File: src/rtl/klp32_mem_pkg.sv
// Shared definitions for the klp32 data-memory path: access-mode encodings,
// LSU state encoding and the access-size helper.
package klp32_mem_pkg;

  localparam int DATA_W = 32;

  localparam logic [1:0] MODE_BYTE    = 2'b00;
  localparam logic [1:0] MODE_HALF    = 2'b01;
  localparam logic [1:0] MODE_WORD    = 2'b10;
  localparam logic [1:0] MODE_ILLEGAL = 2'b11;
  localparam int         MODE_UNSIGNED = 2;

  typedef enum logic [1:0] {
    ST_IDLE   = 2'b00,
    ST_ACCESS = 2'b01,
    ST_RESP   = 2'b10
  } lsu_state_t;

  function automatic logic [2:0] size_bytes(input logic [1:0] size);
    case (size)
      MODE_BYTE: size_bytes = 3'd1;
      MODE_HALF: size_bytes = 3'd2;
      MODE_WORD: size_bytes = 3'd4;
      default:   size_bytes = 3'd0;
    endcase
  endfunction

endpackage

File: src/rtl/lsu_load_extend.sv
// Combinational load extension: sign- or zero-extends an assembled byte or
// halfword to the full data width; words pass through unchanged.
module lsu_load_extend
  import klp32_mem_pkg::*;
(
  input  logic [DATA_W-1:0] data,
  input  logic [1:0]        size,
  input  logic              is_unsigned,
  output logic [DATA_W-1:0] result
);

  always_comb begin
    result = data;
    case (size)
      MODE_BYTE: result = {{(DATA_W-8){~is_unsigned & data[7]}}, data[7:0]};
      MODE_HALF: result = {{(DATA_W-16){~is_unsigned & data[15]}}, data[15:0]};
      default:   result = data;
    endcase
  end

endmodule

File: src/rtl/load_store_unit32.sv
// Big-endian load/store unit: one request at a time, misaligned accesses split
// into byte beats. Define LSU_MISALIGN_TRAP_EN to reject misaligned half/word.
module load_store_unit32
  import klp32_mem_pkg::*;
(
  input  logic              clk,
  input  logic              rst,
  input  logic              req_valid,
  output logic              req_ready,
  input  logic              req_write,
  input  logic [DATA_W-1:0] req_addr,
  input  logic [DATA_W-1:0] req_wdata,
  input  logic [2:0]        req_mode,
  output logic              resp_valid,
  input  logic              resp_ready,
  output logic [DATA_W-1:0] resp_rdata,
  output logic              resp_err,
  output logic [DATA_W-1:0] mem_addr,
  output logic [DATA_W-1:0] mem_write_data,
  output logic              mem_write_enable,
  output logic [2:0]        mem_loadStoreMode,
  input  logic [DATA_W-1:0] mem_read_data
);

  lsu_state_t        state, state_nxt;
  logic [DATA_W-1:0] addr_p0, wdata_p0, acc_p0, assembled, extended;
  logic [1:0]        size_p0, beat_p0, beat_nxt;
  logic              uns_p0, write_p0, split_p0, err_p0;
  logic              accept, misaligned, reject, last_beat;

  // Store byte for a split beat: the most significant byte goes out first.
  function automatic logic [7:0] beat_byte(input logic [DATA_W-1:0] w,
                                           input logic [1:0] size,
                                           input logic [1:0] beat);
    logic [1:0] idx;
    idx = 2'(size_bytes(size) - 3'd1) - beat;
    return w[{idx, 3'b000} +: 8];
  endfunction

  assign req_ready  = (state == ST_IDLE);
  assign resp_valid = (state == ST_RESP);
  assign accept     = req_valid && req_ready;
  assign misaligned = ((req_mode[1:0] == MODE_HALF) && req_addr[0]) ||
                      ((req_mode[1:0] == MODE_WORD) && (req_addr[1:0] != 2'b00));

`ifdef LSU_MISALIGN_TRAP_EN
  assign reject = (req_mode[1:0] == MODE_ILLEGAL) || misaligned;
`else
  assign reject = (req_mode[1:0] == MODE_ILLEGAL);
`endif

  // Rejected requests spend one ACCESS cycle with the strobe suppressed so every
  // response arrives no sooner than the aligned latency. A reset in ACCESS
  // must not commit the beat in flight, hence the rst term.
  assign mem_write_enable = write_p0 && !err_p0 && (state == ST_ACCESS) && !rst;
  assign last_beat = err_p0 || !split_p0 || ({1'b0, beat_p0} == size_bytes(size_p0) - 3'd1);
  assign beat_nxt  = beat_p0 + 2'd1;
  assign assembled = split_p0 ? {acc_p0[DATA_W-9:0], mem_read_data[7:0]} : mem_read_data;

  lsu_load_extend u_extend (
    .data        (assembled),
    .size        (size_p0),
    .is_unsigned (uns_p0),
    .result      (extended)
  );

  always_ff @(posedge clk) begin
    if (rst) state <= ST_IDLE;
    else     state <= state_nxt;
  end

  always_comb begin
    state_nxt = state;
    case (state)
      ST_IDLE:   if (accept)     state_nxt = ST_ACCESS;
      ST_ACCESS: if (last_beat)  state_nxt = ST_RESP;
      ST_RESP:   if (resp_ready) state_nxt = ST_IDLE;
      default:                   state_nxt = ST_IDLE;
    endcase
  end

  // p0: latched request and beat progress
  always_ff @(posedge clk) begin
    if (accept) begin
      addr_p0  <= req_addr;
      wdata_p0 <= req_wdata;
      size_p0  <= req_mode[1:0];
      uns_p0   <= req_mode[MODE_UNSIGNED];
      write_p0 <= req_write;
      split_p0 <= misaligned && !reject;
      err_p0   <= reject;
      beat_p0  <= 2'd0;
      acc_p0   <= '0;
    end else if (state == ST_ACCESS) begin
      beat_p0 <= beat_nxt;
      acc_p0  <= assembled;
    end
  end

  // Memory port drive and response capture
  always_ff @(posedge clk) begin
    if (rst) begin
      mem_addr          <= '0;
      mem_write_data    <= '0;
      mem_loadStoreMode <= '0;
      resp_rdata        <= '0;
      resp_err          <= 1'b0;
    end else if (accept) begin
      if (!reject) begin
        mem_addr          <= req_addr;
        mem_loadStoreMode <= {~req_write, misaligned ? MODE_BYTE : req_mode[1:0]};
        mem_write_data    <= misaligned ?
                             {{(DATA_W-8){1'b0}}, beat_byte(req_wdata, req_mode[1:0], 2'd0)} :
                             req_wdata;
      end
    end else if (state == ST_ACCESS) begin
      if (last_beat) begin
        resp_err   <= err_p0;
        resp_rdata <= (write_p0 || err_p0) ? '0 : extended;
      end else begin
        mem_addr       <= addr_p0 + DATA_W'(beat_nxt);
        mem_write_data <= {{(DATA_W-8){1'b0}}, beat_byte(wdata_p0, size_p0, beat_nxt)};
      end
    end
  end

endmodule

File: config.mk
export PLATFORM = sky130hd
export DESIGN_NAME = load_store_unit32
export DESIGN_NICKNAME = d
export VERILOG_FILES = /design/src/rtl/klp32_mem_pkg.sv /design/src/rtl/lsu_load_extend.sv /design/src/rtl/load_store_unit32.sv
export SDC_FILE = /design/constraint.sdc
export NUM_CORES = 1
export LEC_CHECK = 0
export ABC_AREA = 1
export ABC_CLOCK_PERIOD_IN_PS = 3700
export CORE_AREA = 4 4 140 142
export DETAILED_ROUTE_END_ITERATION = 6
export DIE_AREA = 0 0 144 146
export PLACE_DENSITY = 0.89
export SLEW_MARGIN = 20
export SYNTH_ARGS = -nofsm -noshare
export SYNTH_HDL_FRONTEND = slang
export SYNTH_HIERARCHICAL = 1
export SYNTH_SLANG_ARGS = --single-unit
File: constraint.sdc
create_clock -name clk -period 3.7 [get_ports clk]
set_input_delay 0.555 -clock clk [delete_from_list [all_inputs] [get_ports clk]]
set_output_delay 0.555 -clock clk [all_outputs]
set_load 0.01 [all_outputs]
==> reports/metrics.csv, run 1 <==
stage,metric,value,unit
worst_setup_path,cp-start-kind,register,
drt,wire_per_inst,17.6,µm
synthesis,synthCells,1142,
die,fp.coreArea,0.0185,mm²
timing,drv_slew,0,
place,hpwlAfterDp,19.2,mm
timing,period_minus_slack,2.73,ns
place,placed_area,0.0113,mm²
drt,vias,8538,
worst_setup_path,reg2reg_depth,8,
timing,hold_slack,0.469,ns
layout,drive_gt1_share,6.28,%
status,status,"complete, but fails checks",
synthesis,syn_nets,1251,
synthesis,synth_area,0.00926,mm²
layout,fin_nets,1417,
cts,cts_sinks,198,
pwr,seqPwrFrac,45.8,%
timing,clock.fmax,366,MHz
flow_run,max_cap_viol_count,0,
pwr,internal_power,0.00393,W
pwr,p_sw,0.00175,W
global_routing,grt_pass1_vias,8455,
worst_setup_path,worstSetupEndpointType,register,
cts,cts_resized,0,
synthesis,netlist-cell-type-count,42,
timing,tns,0,ns
layout,final_cell_mix,"nand2_1 (260), clkdlybuf4s50_1 (206), nor2_1 (143)",
synthesis,seq_area_frac_synth,50.4,%
worst_setup_path,crit_end,resp_err,
worst_setup_path,worstPathArrival,3.11,ns
die,initial_core_util,50.2,%
drt,drt_pass1_iterations,7,
place,place.gp.congestion,0.909,
synthesis,ys.flop_type,dfxtp_1,
drt,routed_via_density,5.49,
pwr,p_leak,4.79,nW
synthesis,yosysWarnings,6,
synthesis,syn_avg_cell_area,8.11,µm²
worst_setup_path,critPathMaxFanout,34,
worst_setup_path,worst-r2r-setup-slack,0.97,ns
cts,insertion_delay,0.45,ns
synthesis,ys_async_sr_fraction,0,%
die,pin_count,207,
cts,root_buffer,clkbuf_16,
pwr,clockPowerShare,32.0,%
pwr,switching_share,30.8,%
timing,fin_crit_sh,73.9,%
cts,clkTransAtPathRegs,0.08,ns
global_routing,grt_pass1_wl,43.8,mm
die,rows,50,
global_routing,grt_util_all_layers,26.1,%
layout,n_antenna_cell,0,
worst_setup_path,required,4.07,ns
layout,areaGrowthSynthToFinish,28.4,%
drt,routed_wl,27.4,mm
timing,worstMarginPinSlew,0.999,ns
place,numPortBuffers,206,
timing,clock_skew,0.0144,ns
timing,max-slew-margin-rel,33.3,%
worst_setup_path,critical_path.startpoint,size_p0[0],
die,die_w,144,µm
global_routing,grt_overflow,0,
synthesis,synth-edff-count,70,
global_routing,grt_max_degree,65,
layout,fin_area,0.0119,mm²
worst_setup_path,r2r-end,resp_err,
drt,drt_iter0_drc,923,
pwr,total_power,0.00568,W
cts,cts-buffers-inserted,17,
pwr,combinationalPowerShare,22.2,%
global_routing,grt_antenna_before_repair,1,
drt,drc,12,
layout,final_util,64.4,%
cts,cts_hold_buf,0,
die,die_h,146,µm
layout,mostFrequentLayoutCell,nand2_1,
timing,rsz0062_at_grt,false,
pwr,power_density,477,mW/mm²
cts,cts_buffer_depth,2,
timing,hold_viol,0,
drt,drtAntennaViolNets,0,
cts,post_cts_buffers,0,
die,fp.dieArea,0.0210,mm²
hold_path,hold_path.class,register to register,
synthesis,ys_ff_latch,198,
pwr,peakVddDrop,0.387,mV
worst_setup_path,r2r_start,size_p0[0],
status,violations,DRC,
worst_setup_path,crit_type,register to register,
timing,finalSetupViolCount,0,
cts,cts_max_level,4,
cts,cts_tree,built,
## Yosys cell counts, drive strengths merged, types with 8 or more instances
master  instances  area [µm²]
a211oi         17         128
buf            40         278
nand3          66         350
mux2i          17         170
o22ai           8        50.1
nor2          151         604
nand3b         13        97.6
inv            74         280
mux2            8        90.1
dfxtp         128        2560
nand2         267        1030
xor2            8        70.1
a21oi         124         624
clkbuf         30         113
o21ai          97         485
edfxtp         70        2100
## worst min-delay path by stage
stage	endpoint	depth (start not counted)	from
final	mem_write_data[14]	2	mem_write_data[14]
after global routing	mem_addr[31]	2	mem_addr[31]
after CTS	acc_p0[8]	2	acc_p0[8]
after detailed placement	mem_write_data[31]	2	mem_write_data[31]
after global placement	mem_write_data[22]	2	mem_write_data[22]
after floorplan	acc_p0[10]	2	acc_p0[10]
## power by group through the flow
stage / Clock (W) / Sequential (W) / Combinational [W]
after global routing: 0.00193 / 0.00262 / 0.00139
final: 0.00182 / 0.00260 / 0.00126
after detailed placement: 0 / 0.00264 / 0.00124
after floorplan: 0 / 0.00266 / 0.000700
after global placement: 0 / 0.00263 / 0.00122
after CTS: 0.00183 / 0.00260 / 0.00126
## routing by layer
| metal | GRT usage, % | share of wire, % | vias to the layer above |
|---|---|---|---|
| met1 | 33.4 | 41 | 3966 |
| met4 | 7.96 | 2.0 | 2 |
| met5 | 0 | 0.051 | - |
| li1 | - | - | 4116 |
| met2 | 43.1 | 48 | 406 |
| met3 | 6.90 | 9.1 | 48 |
## registers in the layout, indices dropped and copies added, names as in the netlist, 2 cells and up
| signal | cells |
|---|---|
| mem_loadStoreMode | 3 |
| state | 2 |
| mem_addr | 32 |
| wdata_p0 | 32 |
| resp_rdata | 32 |
| addr_p0 | 32 |
| size_p0 | 2 |
| acc_p0 | 24 |
| mem_write_data | 32 |
| beat_p0 | 2 |
## cells by family after synthesis
family	count (synthesis)	synth area share, %
and+or+nand+nor	503	22.9
AOI/OAI and AO/OA	252	14.5
DFF	198	50.4
buffers and inverters	145	7.28
muxes	25	2.81
xor gates and xnor gates	14	1.41
adders and majority gates	5	0.757
## cell type report
class / instances / area (µm²)
Clock buffer: 18 / 433
Clock inverter: 14 / 136
Fill cell: 1484 / 6560
Inverter: 75 / 287
Multi-Input combinational cell: 799 / 3920
Sequential cell: 198 / 4660
Tap cell: 234 / 293
Timing Repair Buffer: 217 / 2160
## metrics by stage
| step | setup slack (ns) | cells |
|---|---|---|
| CTS | 0.974 | 1555 |
| global placement | 1.07 | 1523 |
| global route | 0.693 | 1555 |
| finish | 0.965 | 1555 |
| detailed placement | 0.885 | 1523 |
| floorplan | 0.328 | 1142 |
## critical path, cell delays in order (launching register included)
cell	delay (ns)
edfxtp_1	0.60
nor2_1	0.24
ha_1	0.27
nand3_1	0.14
a31oi_2	0.09
buf_4	0.25
inv_1	0.76
nand2_1	0.12
a21oi_1	0.15
(Power assumes the default switching activity.)
==> inputs of run 2 (changes only) <==
Settings changed: ABC_CLOCK_PERIOD_IN_PS 3700 to 2600.
Clock period 3.7 ns to 2.6 ns, I/O delays scaled along.
==> reports/metrics.csv, run 2 (synthesized netlist as in run 1, its figures left out) <==
stage,metric,value,unit,change
cts,cts_sinks,198,,unchanged
timing,hold_slack,0.465,ns,-0.00365 ns
status,violations,DRC,,
worst_setup_path,required,2.93,ns,-1.14 ns
timing,finalSetupViolCount,0,,unchanged
pwr,peakVddDrop,0.555,mV,+43%
layout,seq_area,0.00466,mm²,unchanged
worst_setup_path,critical_path.startpoint,beat_p0[0],,
die,die_h,146,µm,unchanged
global_routing,grt_max_degree,70,,+7.7%
layout,n_antenna_cell,0,,unchanged
layout,finalNonFillerCells,1562,,+0.45%
place,place.gp.congestion,0.904,,-0.60%
flow_run,max_cap_viol_count,0,,unchanged
cts,cts_tree,built,,
worst_setup_path,cp-start-kind,register,,
die,fp.coreArea,0.0185,mm²,unchanged
hold_path,hp-start,mem_write_data[9],,
global_routing,grt_overflow,0,,unchanged
layout,final_cell_mix,"nand2_1 (260), clkdlybuf4s50_1 (206), nor2_1 (143)",,
die,rows,50,,unchanged
die,initial_core_util,50.2,%,unchanged
hold_path,hold_path.class,register to register,,
layout,areaGrowthSynthToFinish,29.5,%,
cts,cts_buffer_depth,2,,unchanged
layout,drive_gt1_share,6.85,%,+0.57 points
cts,cts-buffers-inserted,17,,unchanged
drt,routed_wl,26.8,mm,-2.3%
worst_setup_path,critPathMaxFanout,5,,-85%
die,fp.dieArea,0.0210,mm²,unchanged
layout,fin_nets,1424,,+0.49%
drt,vias,8543,,+0.059%
pwr,p_leak,4.84,nW,+1.2%
cts,insertion_delay,0.43,ns,-0.02 ns
timing,fin_crit_sh,91.2,%,+17 points
drt,drt_iter0_drc,754,,-18%
drt,routed_via_density,5.47,,-0.39%
place,numPortBuffers,206,,unchanged
global_routing,grt_pass1_vias,8291,,-1.9%
worst_setup_path,r2r_start,beat_p0[0],,
die,die_w,144,µm,unchanged
pwr,power_density,677,mW/mm²,+42%
place,dp_cells,1530,,+0.46%
worst_setup_path,worstPathArrival,2.70,ns,-0.41 ns
cts,root_buffer,clkbuf_16,,
drt,drt_pass1_iterations,7,,unchanged
layout,fillCellCount,1493,,+0.61%
timing,drv_slew,0,,unchanged
global_routing,grt_antenna_before_repair,0,,-1
drt,wire_per_inst,17.2,µm,-2.7%
cts,cts_max_level,4,,unchanged
timing,rsz0062_at_grt,false,,
timing,worstMarginPinSlew,0.919,ns,-0.0796 ns
cts,cts_hold_buf,0,,unchanged
layout,multiInputGateArea,0.00393,mm²,+0.19%
global_routing,grt_pass1_wl,42.5,mm,-2.9%
timing,tns,0,ns,unchanged
cts,clkTransAtPathRegs,0.07,ns,about the same
timing,clock_skew,0.0128,ns,-0.00164 ns
drt,drc,14,,+2
drt,drtAntennaViolNets,0,,unchanged
pwr,total_power,0.00812,W,+43%
timing,hold_viol,0,,unchanged
timing,clock.fmax,422,MHz,+15%
timing,period_minus_slack,2.37,ns,-0.363 ns
layout,mostFrequentLayoutCell,nand2_1,,
global_routing,grt_util_all_layers,25.4,%,-0.74 points
worst_setup_path,crit_type,register to register,,
timing,max-slew-margin-rel,38.6,%,+5.3 points
status,status,"complete, but fails checks",,
die,pin_count,207,,unchanged
worst_setup_path,worstSetupEndpointType,register,,
place,hpwlAfterDp,19.0,mm,-1.0%
[run 2: where the power goes]
group,internal [W],leakage [nW],switching (W)
combinational,0.000805,2.83,0.00102
clock,0.00133,0.292,0.00128
sequential,0.00352,1.72,0.000168
[run 2: worst paths after layout]
| path | end | slack [ns] | cells past startpoint |
|---|---|---|---|
| min reg2reg | mem_write_data[9] | 0.47 | 2 |
| min | mem_write_data[9] | 0.47 | 2 |
| max reg2reg | mem_addr[10] | 0.23 | 12 |
| max | mem_addr[10] | 0.23 | 12 |
[run 2: metrics by stage]
| stage | cell area (µm²) | setup slack [ns] | utilization, % |
|---|---|---|---|
| 3_3_place_gp | 11400 | 0.244 | 61.8 |
| 3_5_place_dp | 11400 | 0.192 | 61.8 |
| 6_report | 12000 | 0.228 | 65.0 |
| 4_1_cts | 12000 | 0.167 | 64.9 |
| 2_1_floorplan | 9260 | 0.382 | - |
| 5_1_grt | 12000 | 0.0936 | 65.0 |
[run 2: final cells by class]
class / instances / area share (%)
Clock inverter: 14 / 1.07
Inverter: 75 / 2.39
Tap cell: 234 / 2.44
Clock buffer: 18 / 3.76
Multi-Input combinational cell: 799 / 32.8
Timing Repair Buffer: 224 / 18.6
Sequential cell: 198 / 38.9
[run 2: routing by layer]
layer	wire (µm)	share of wire [%]	GRT usage, %
met5	0	0	0
met4	727	2.7	8.85
met3	2440	9.1	6.80
met2	12700	47	40.8
met1	11000	41	32.9
[run 2: critical path, stage by stage (launching register included)]
cell and delay, ns:
dfxtp_1 0.37, xnor2_2 0.25, inv_1 0.16, fa_1 0.51, nand3_1 0.19, inv_1 0.11, nand2_1 0.18, nor2_2 0.10
xor2_1 0.16, nand2_1 0.07, nand3_1 0.06, nand2_1 0.08, inv_1 0.04
[run 2: repair_timing]
action	4_1_cts	5_1_grt
setup buffers	0	0
setup endpoints to repair	0	1
gates resized for setup	0	1
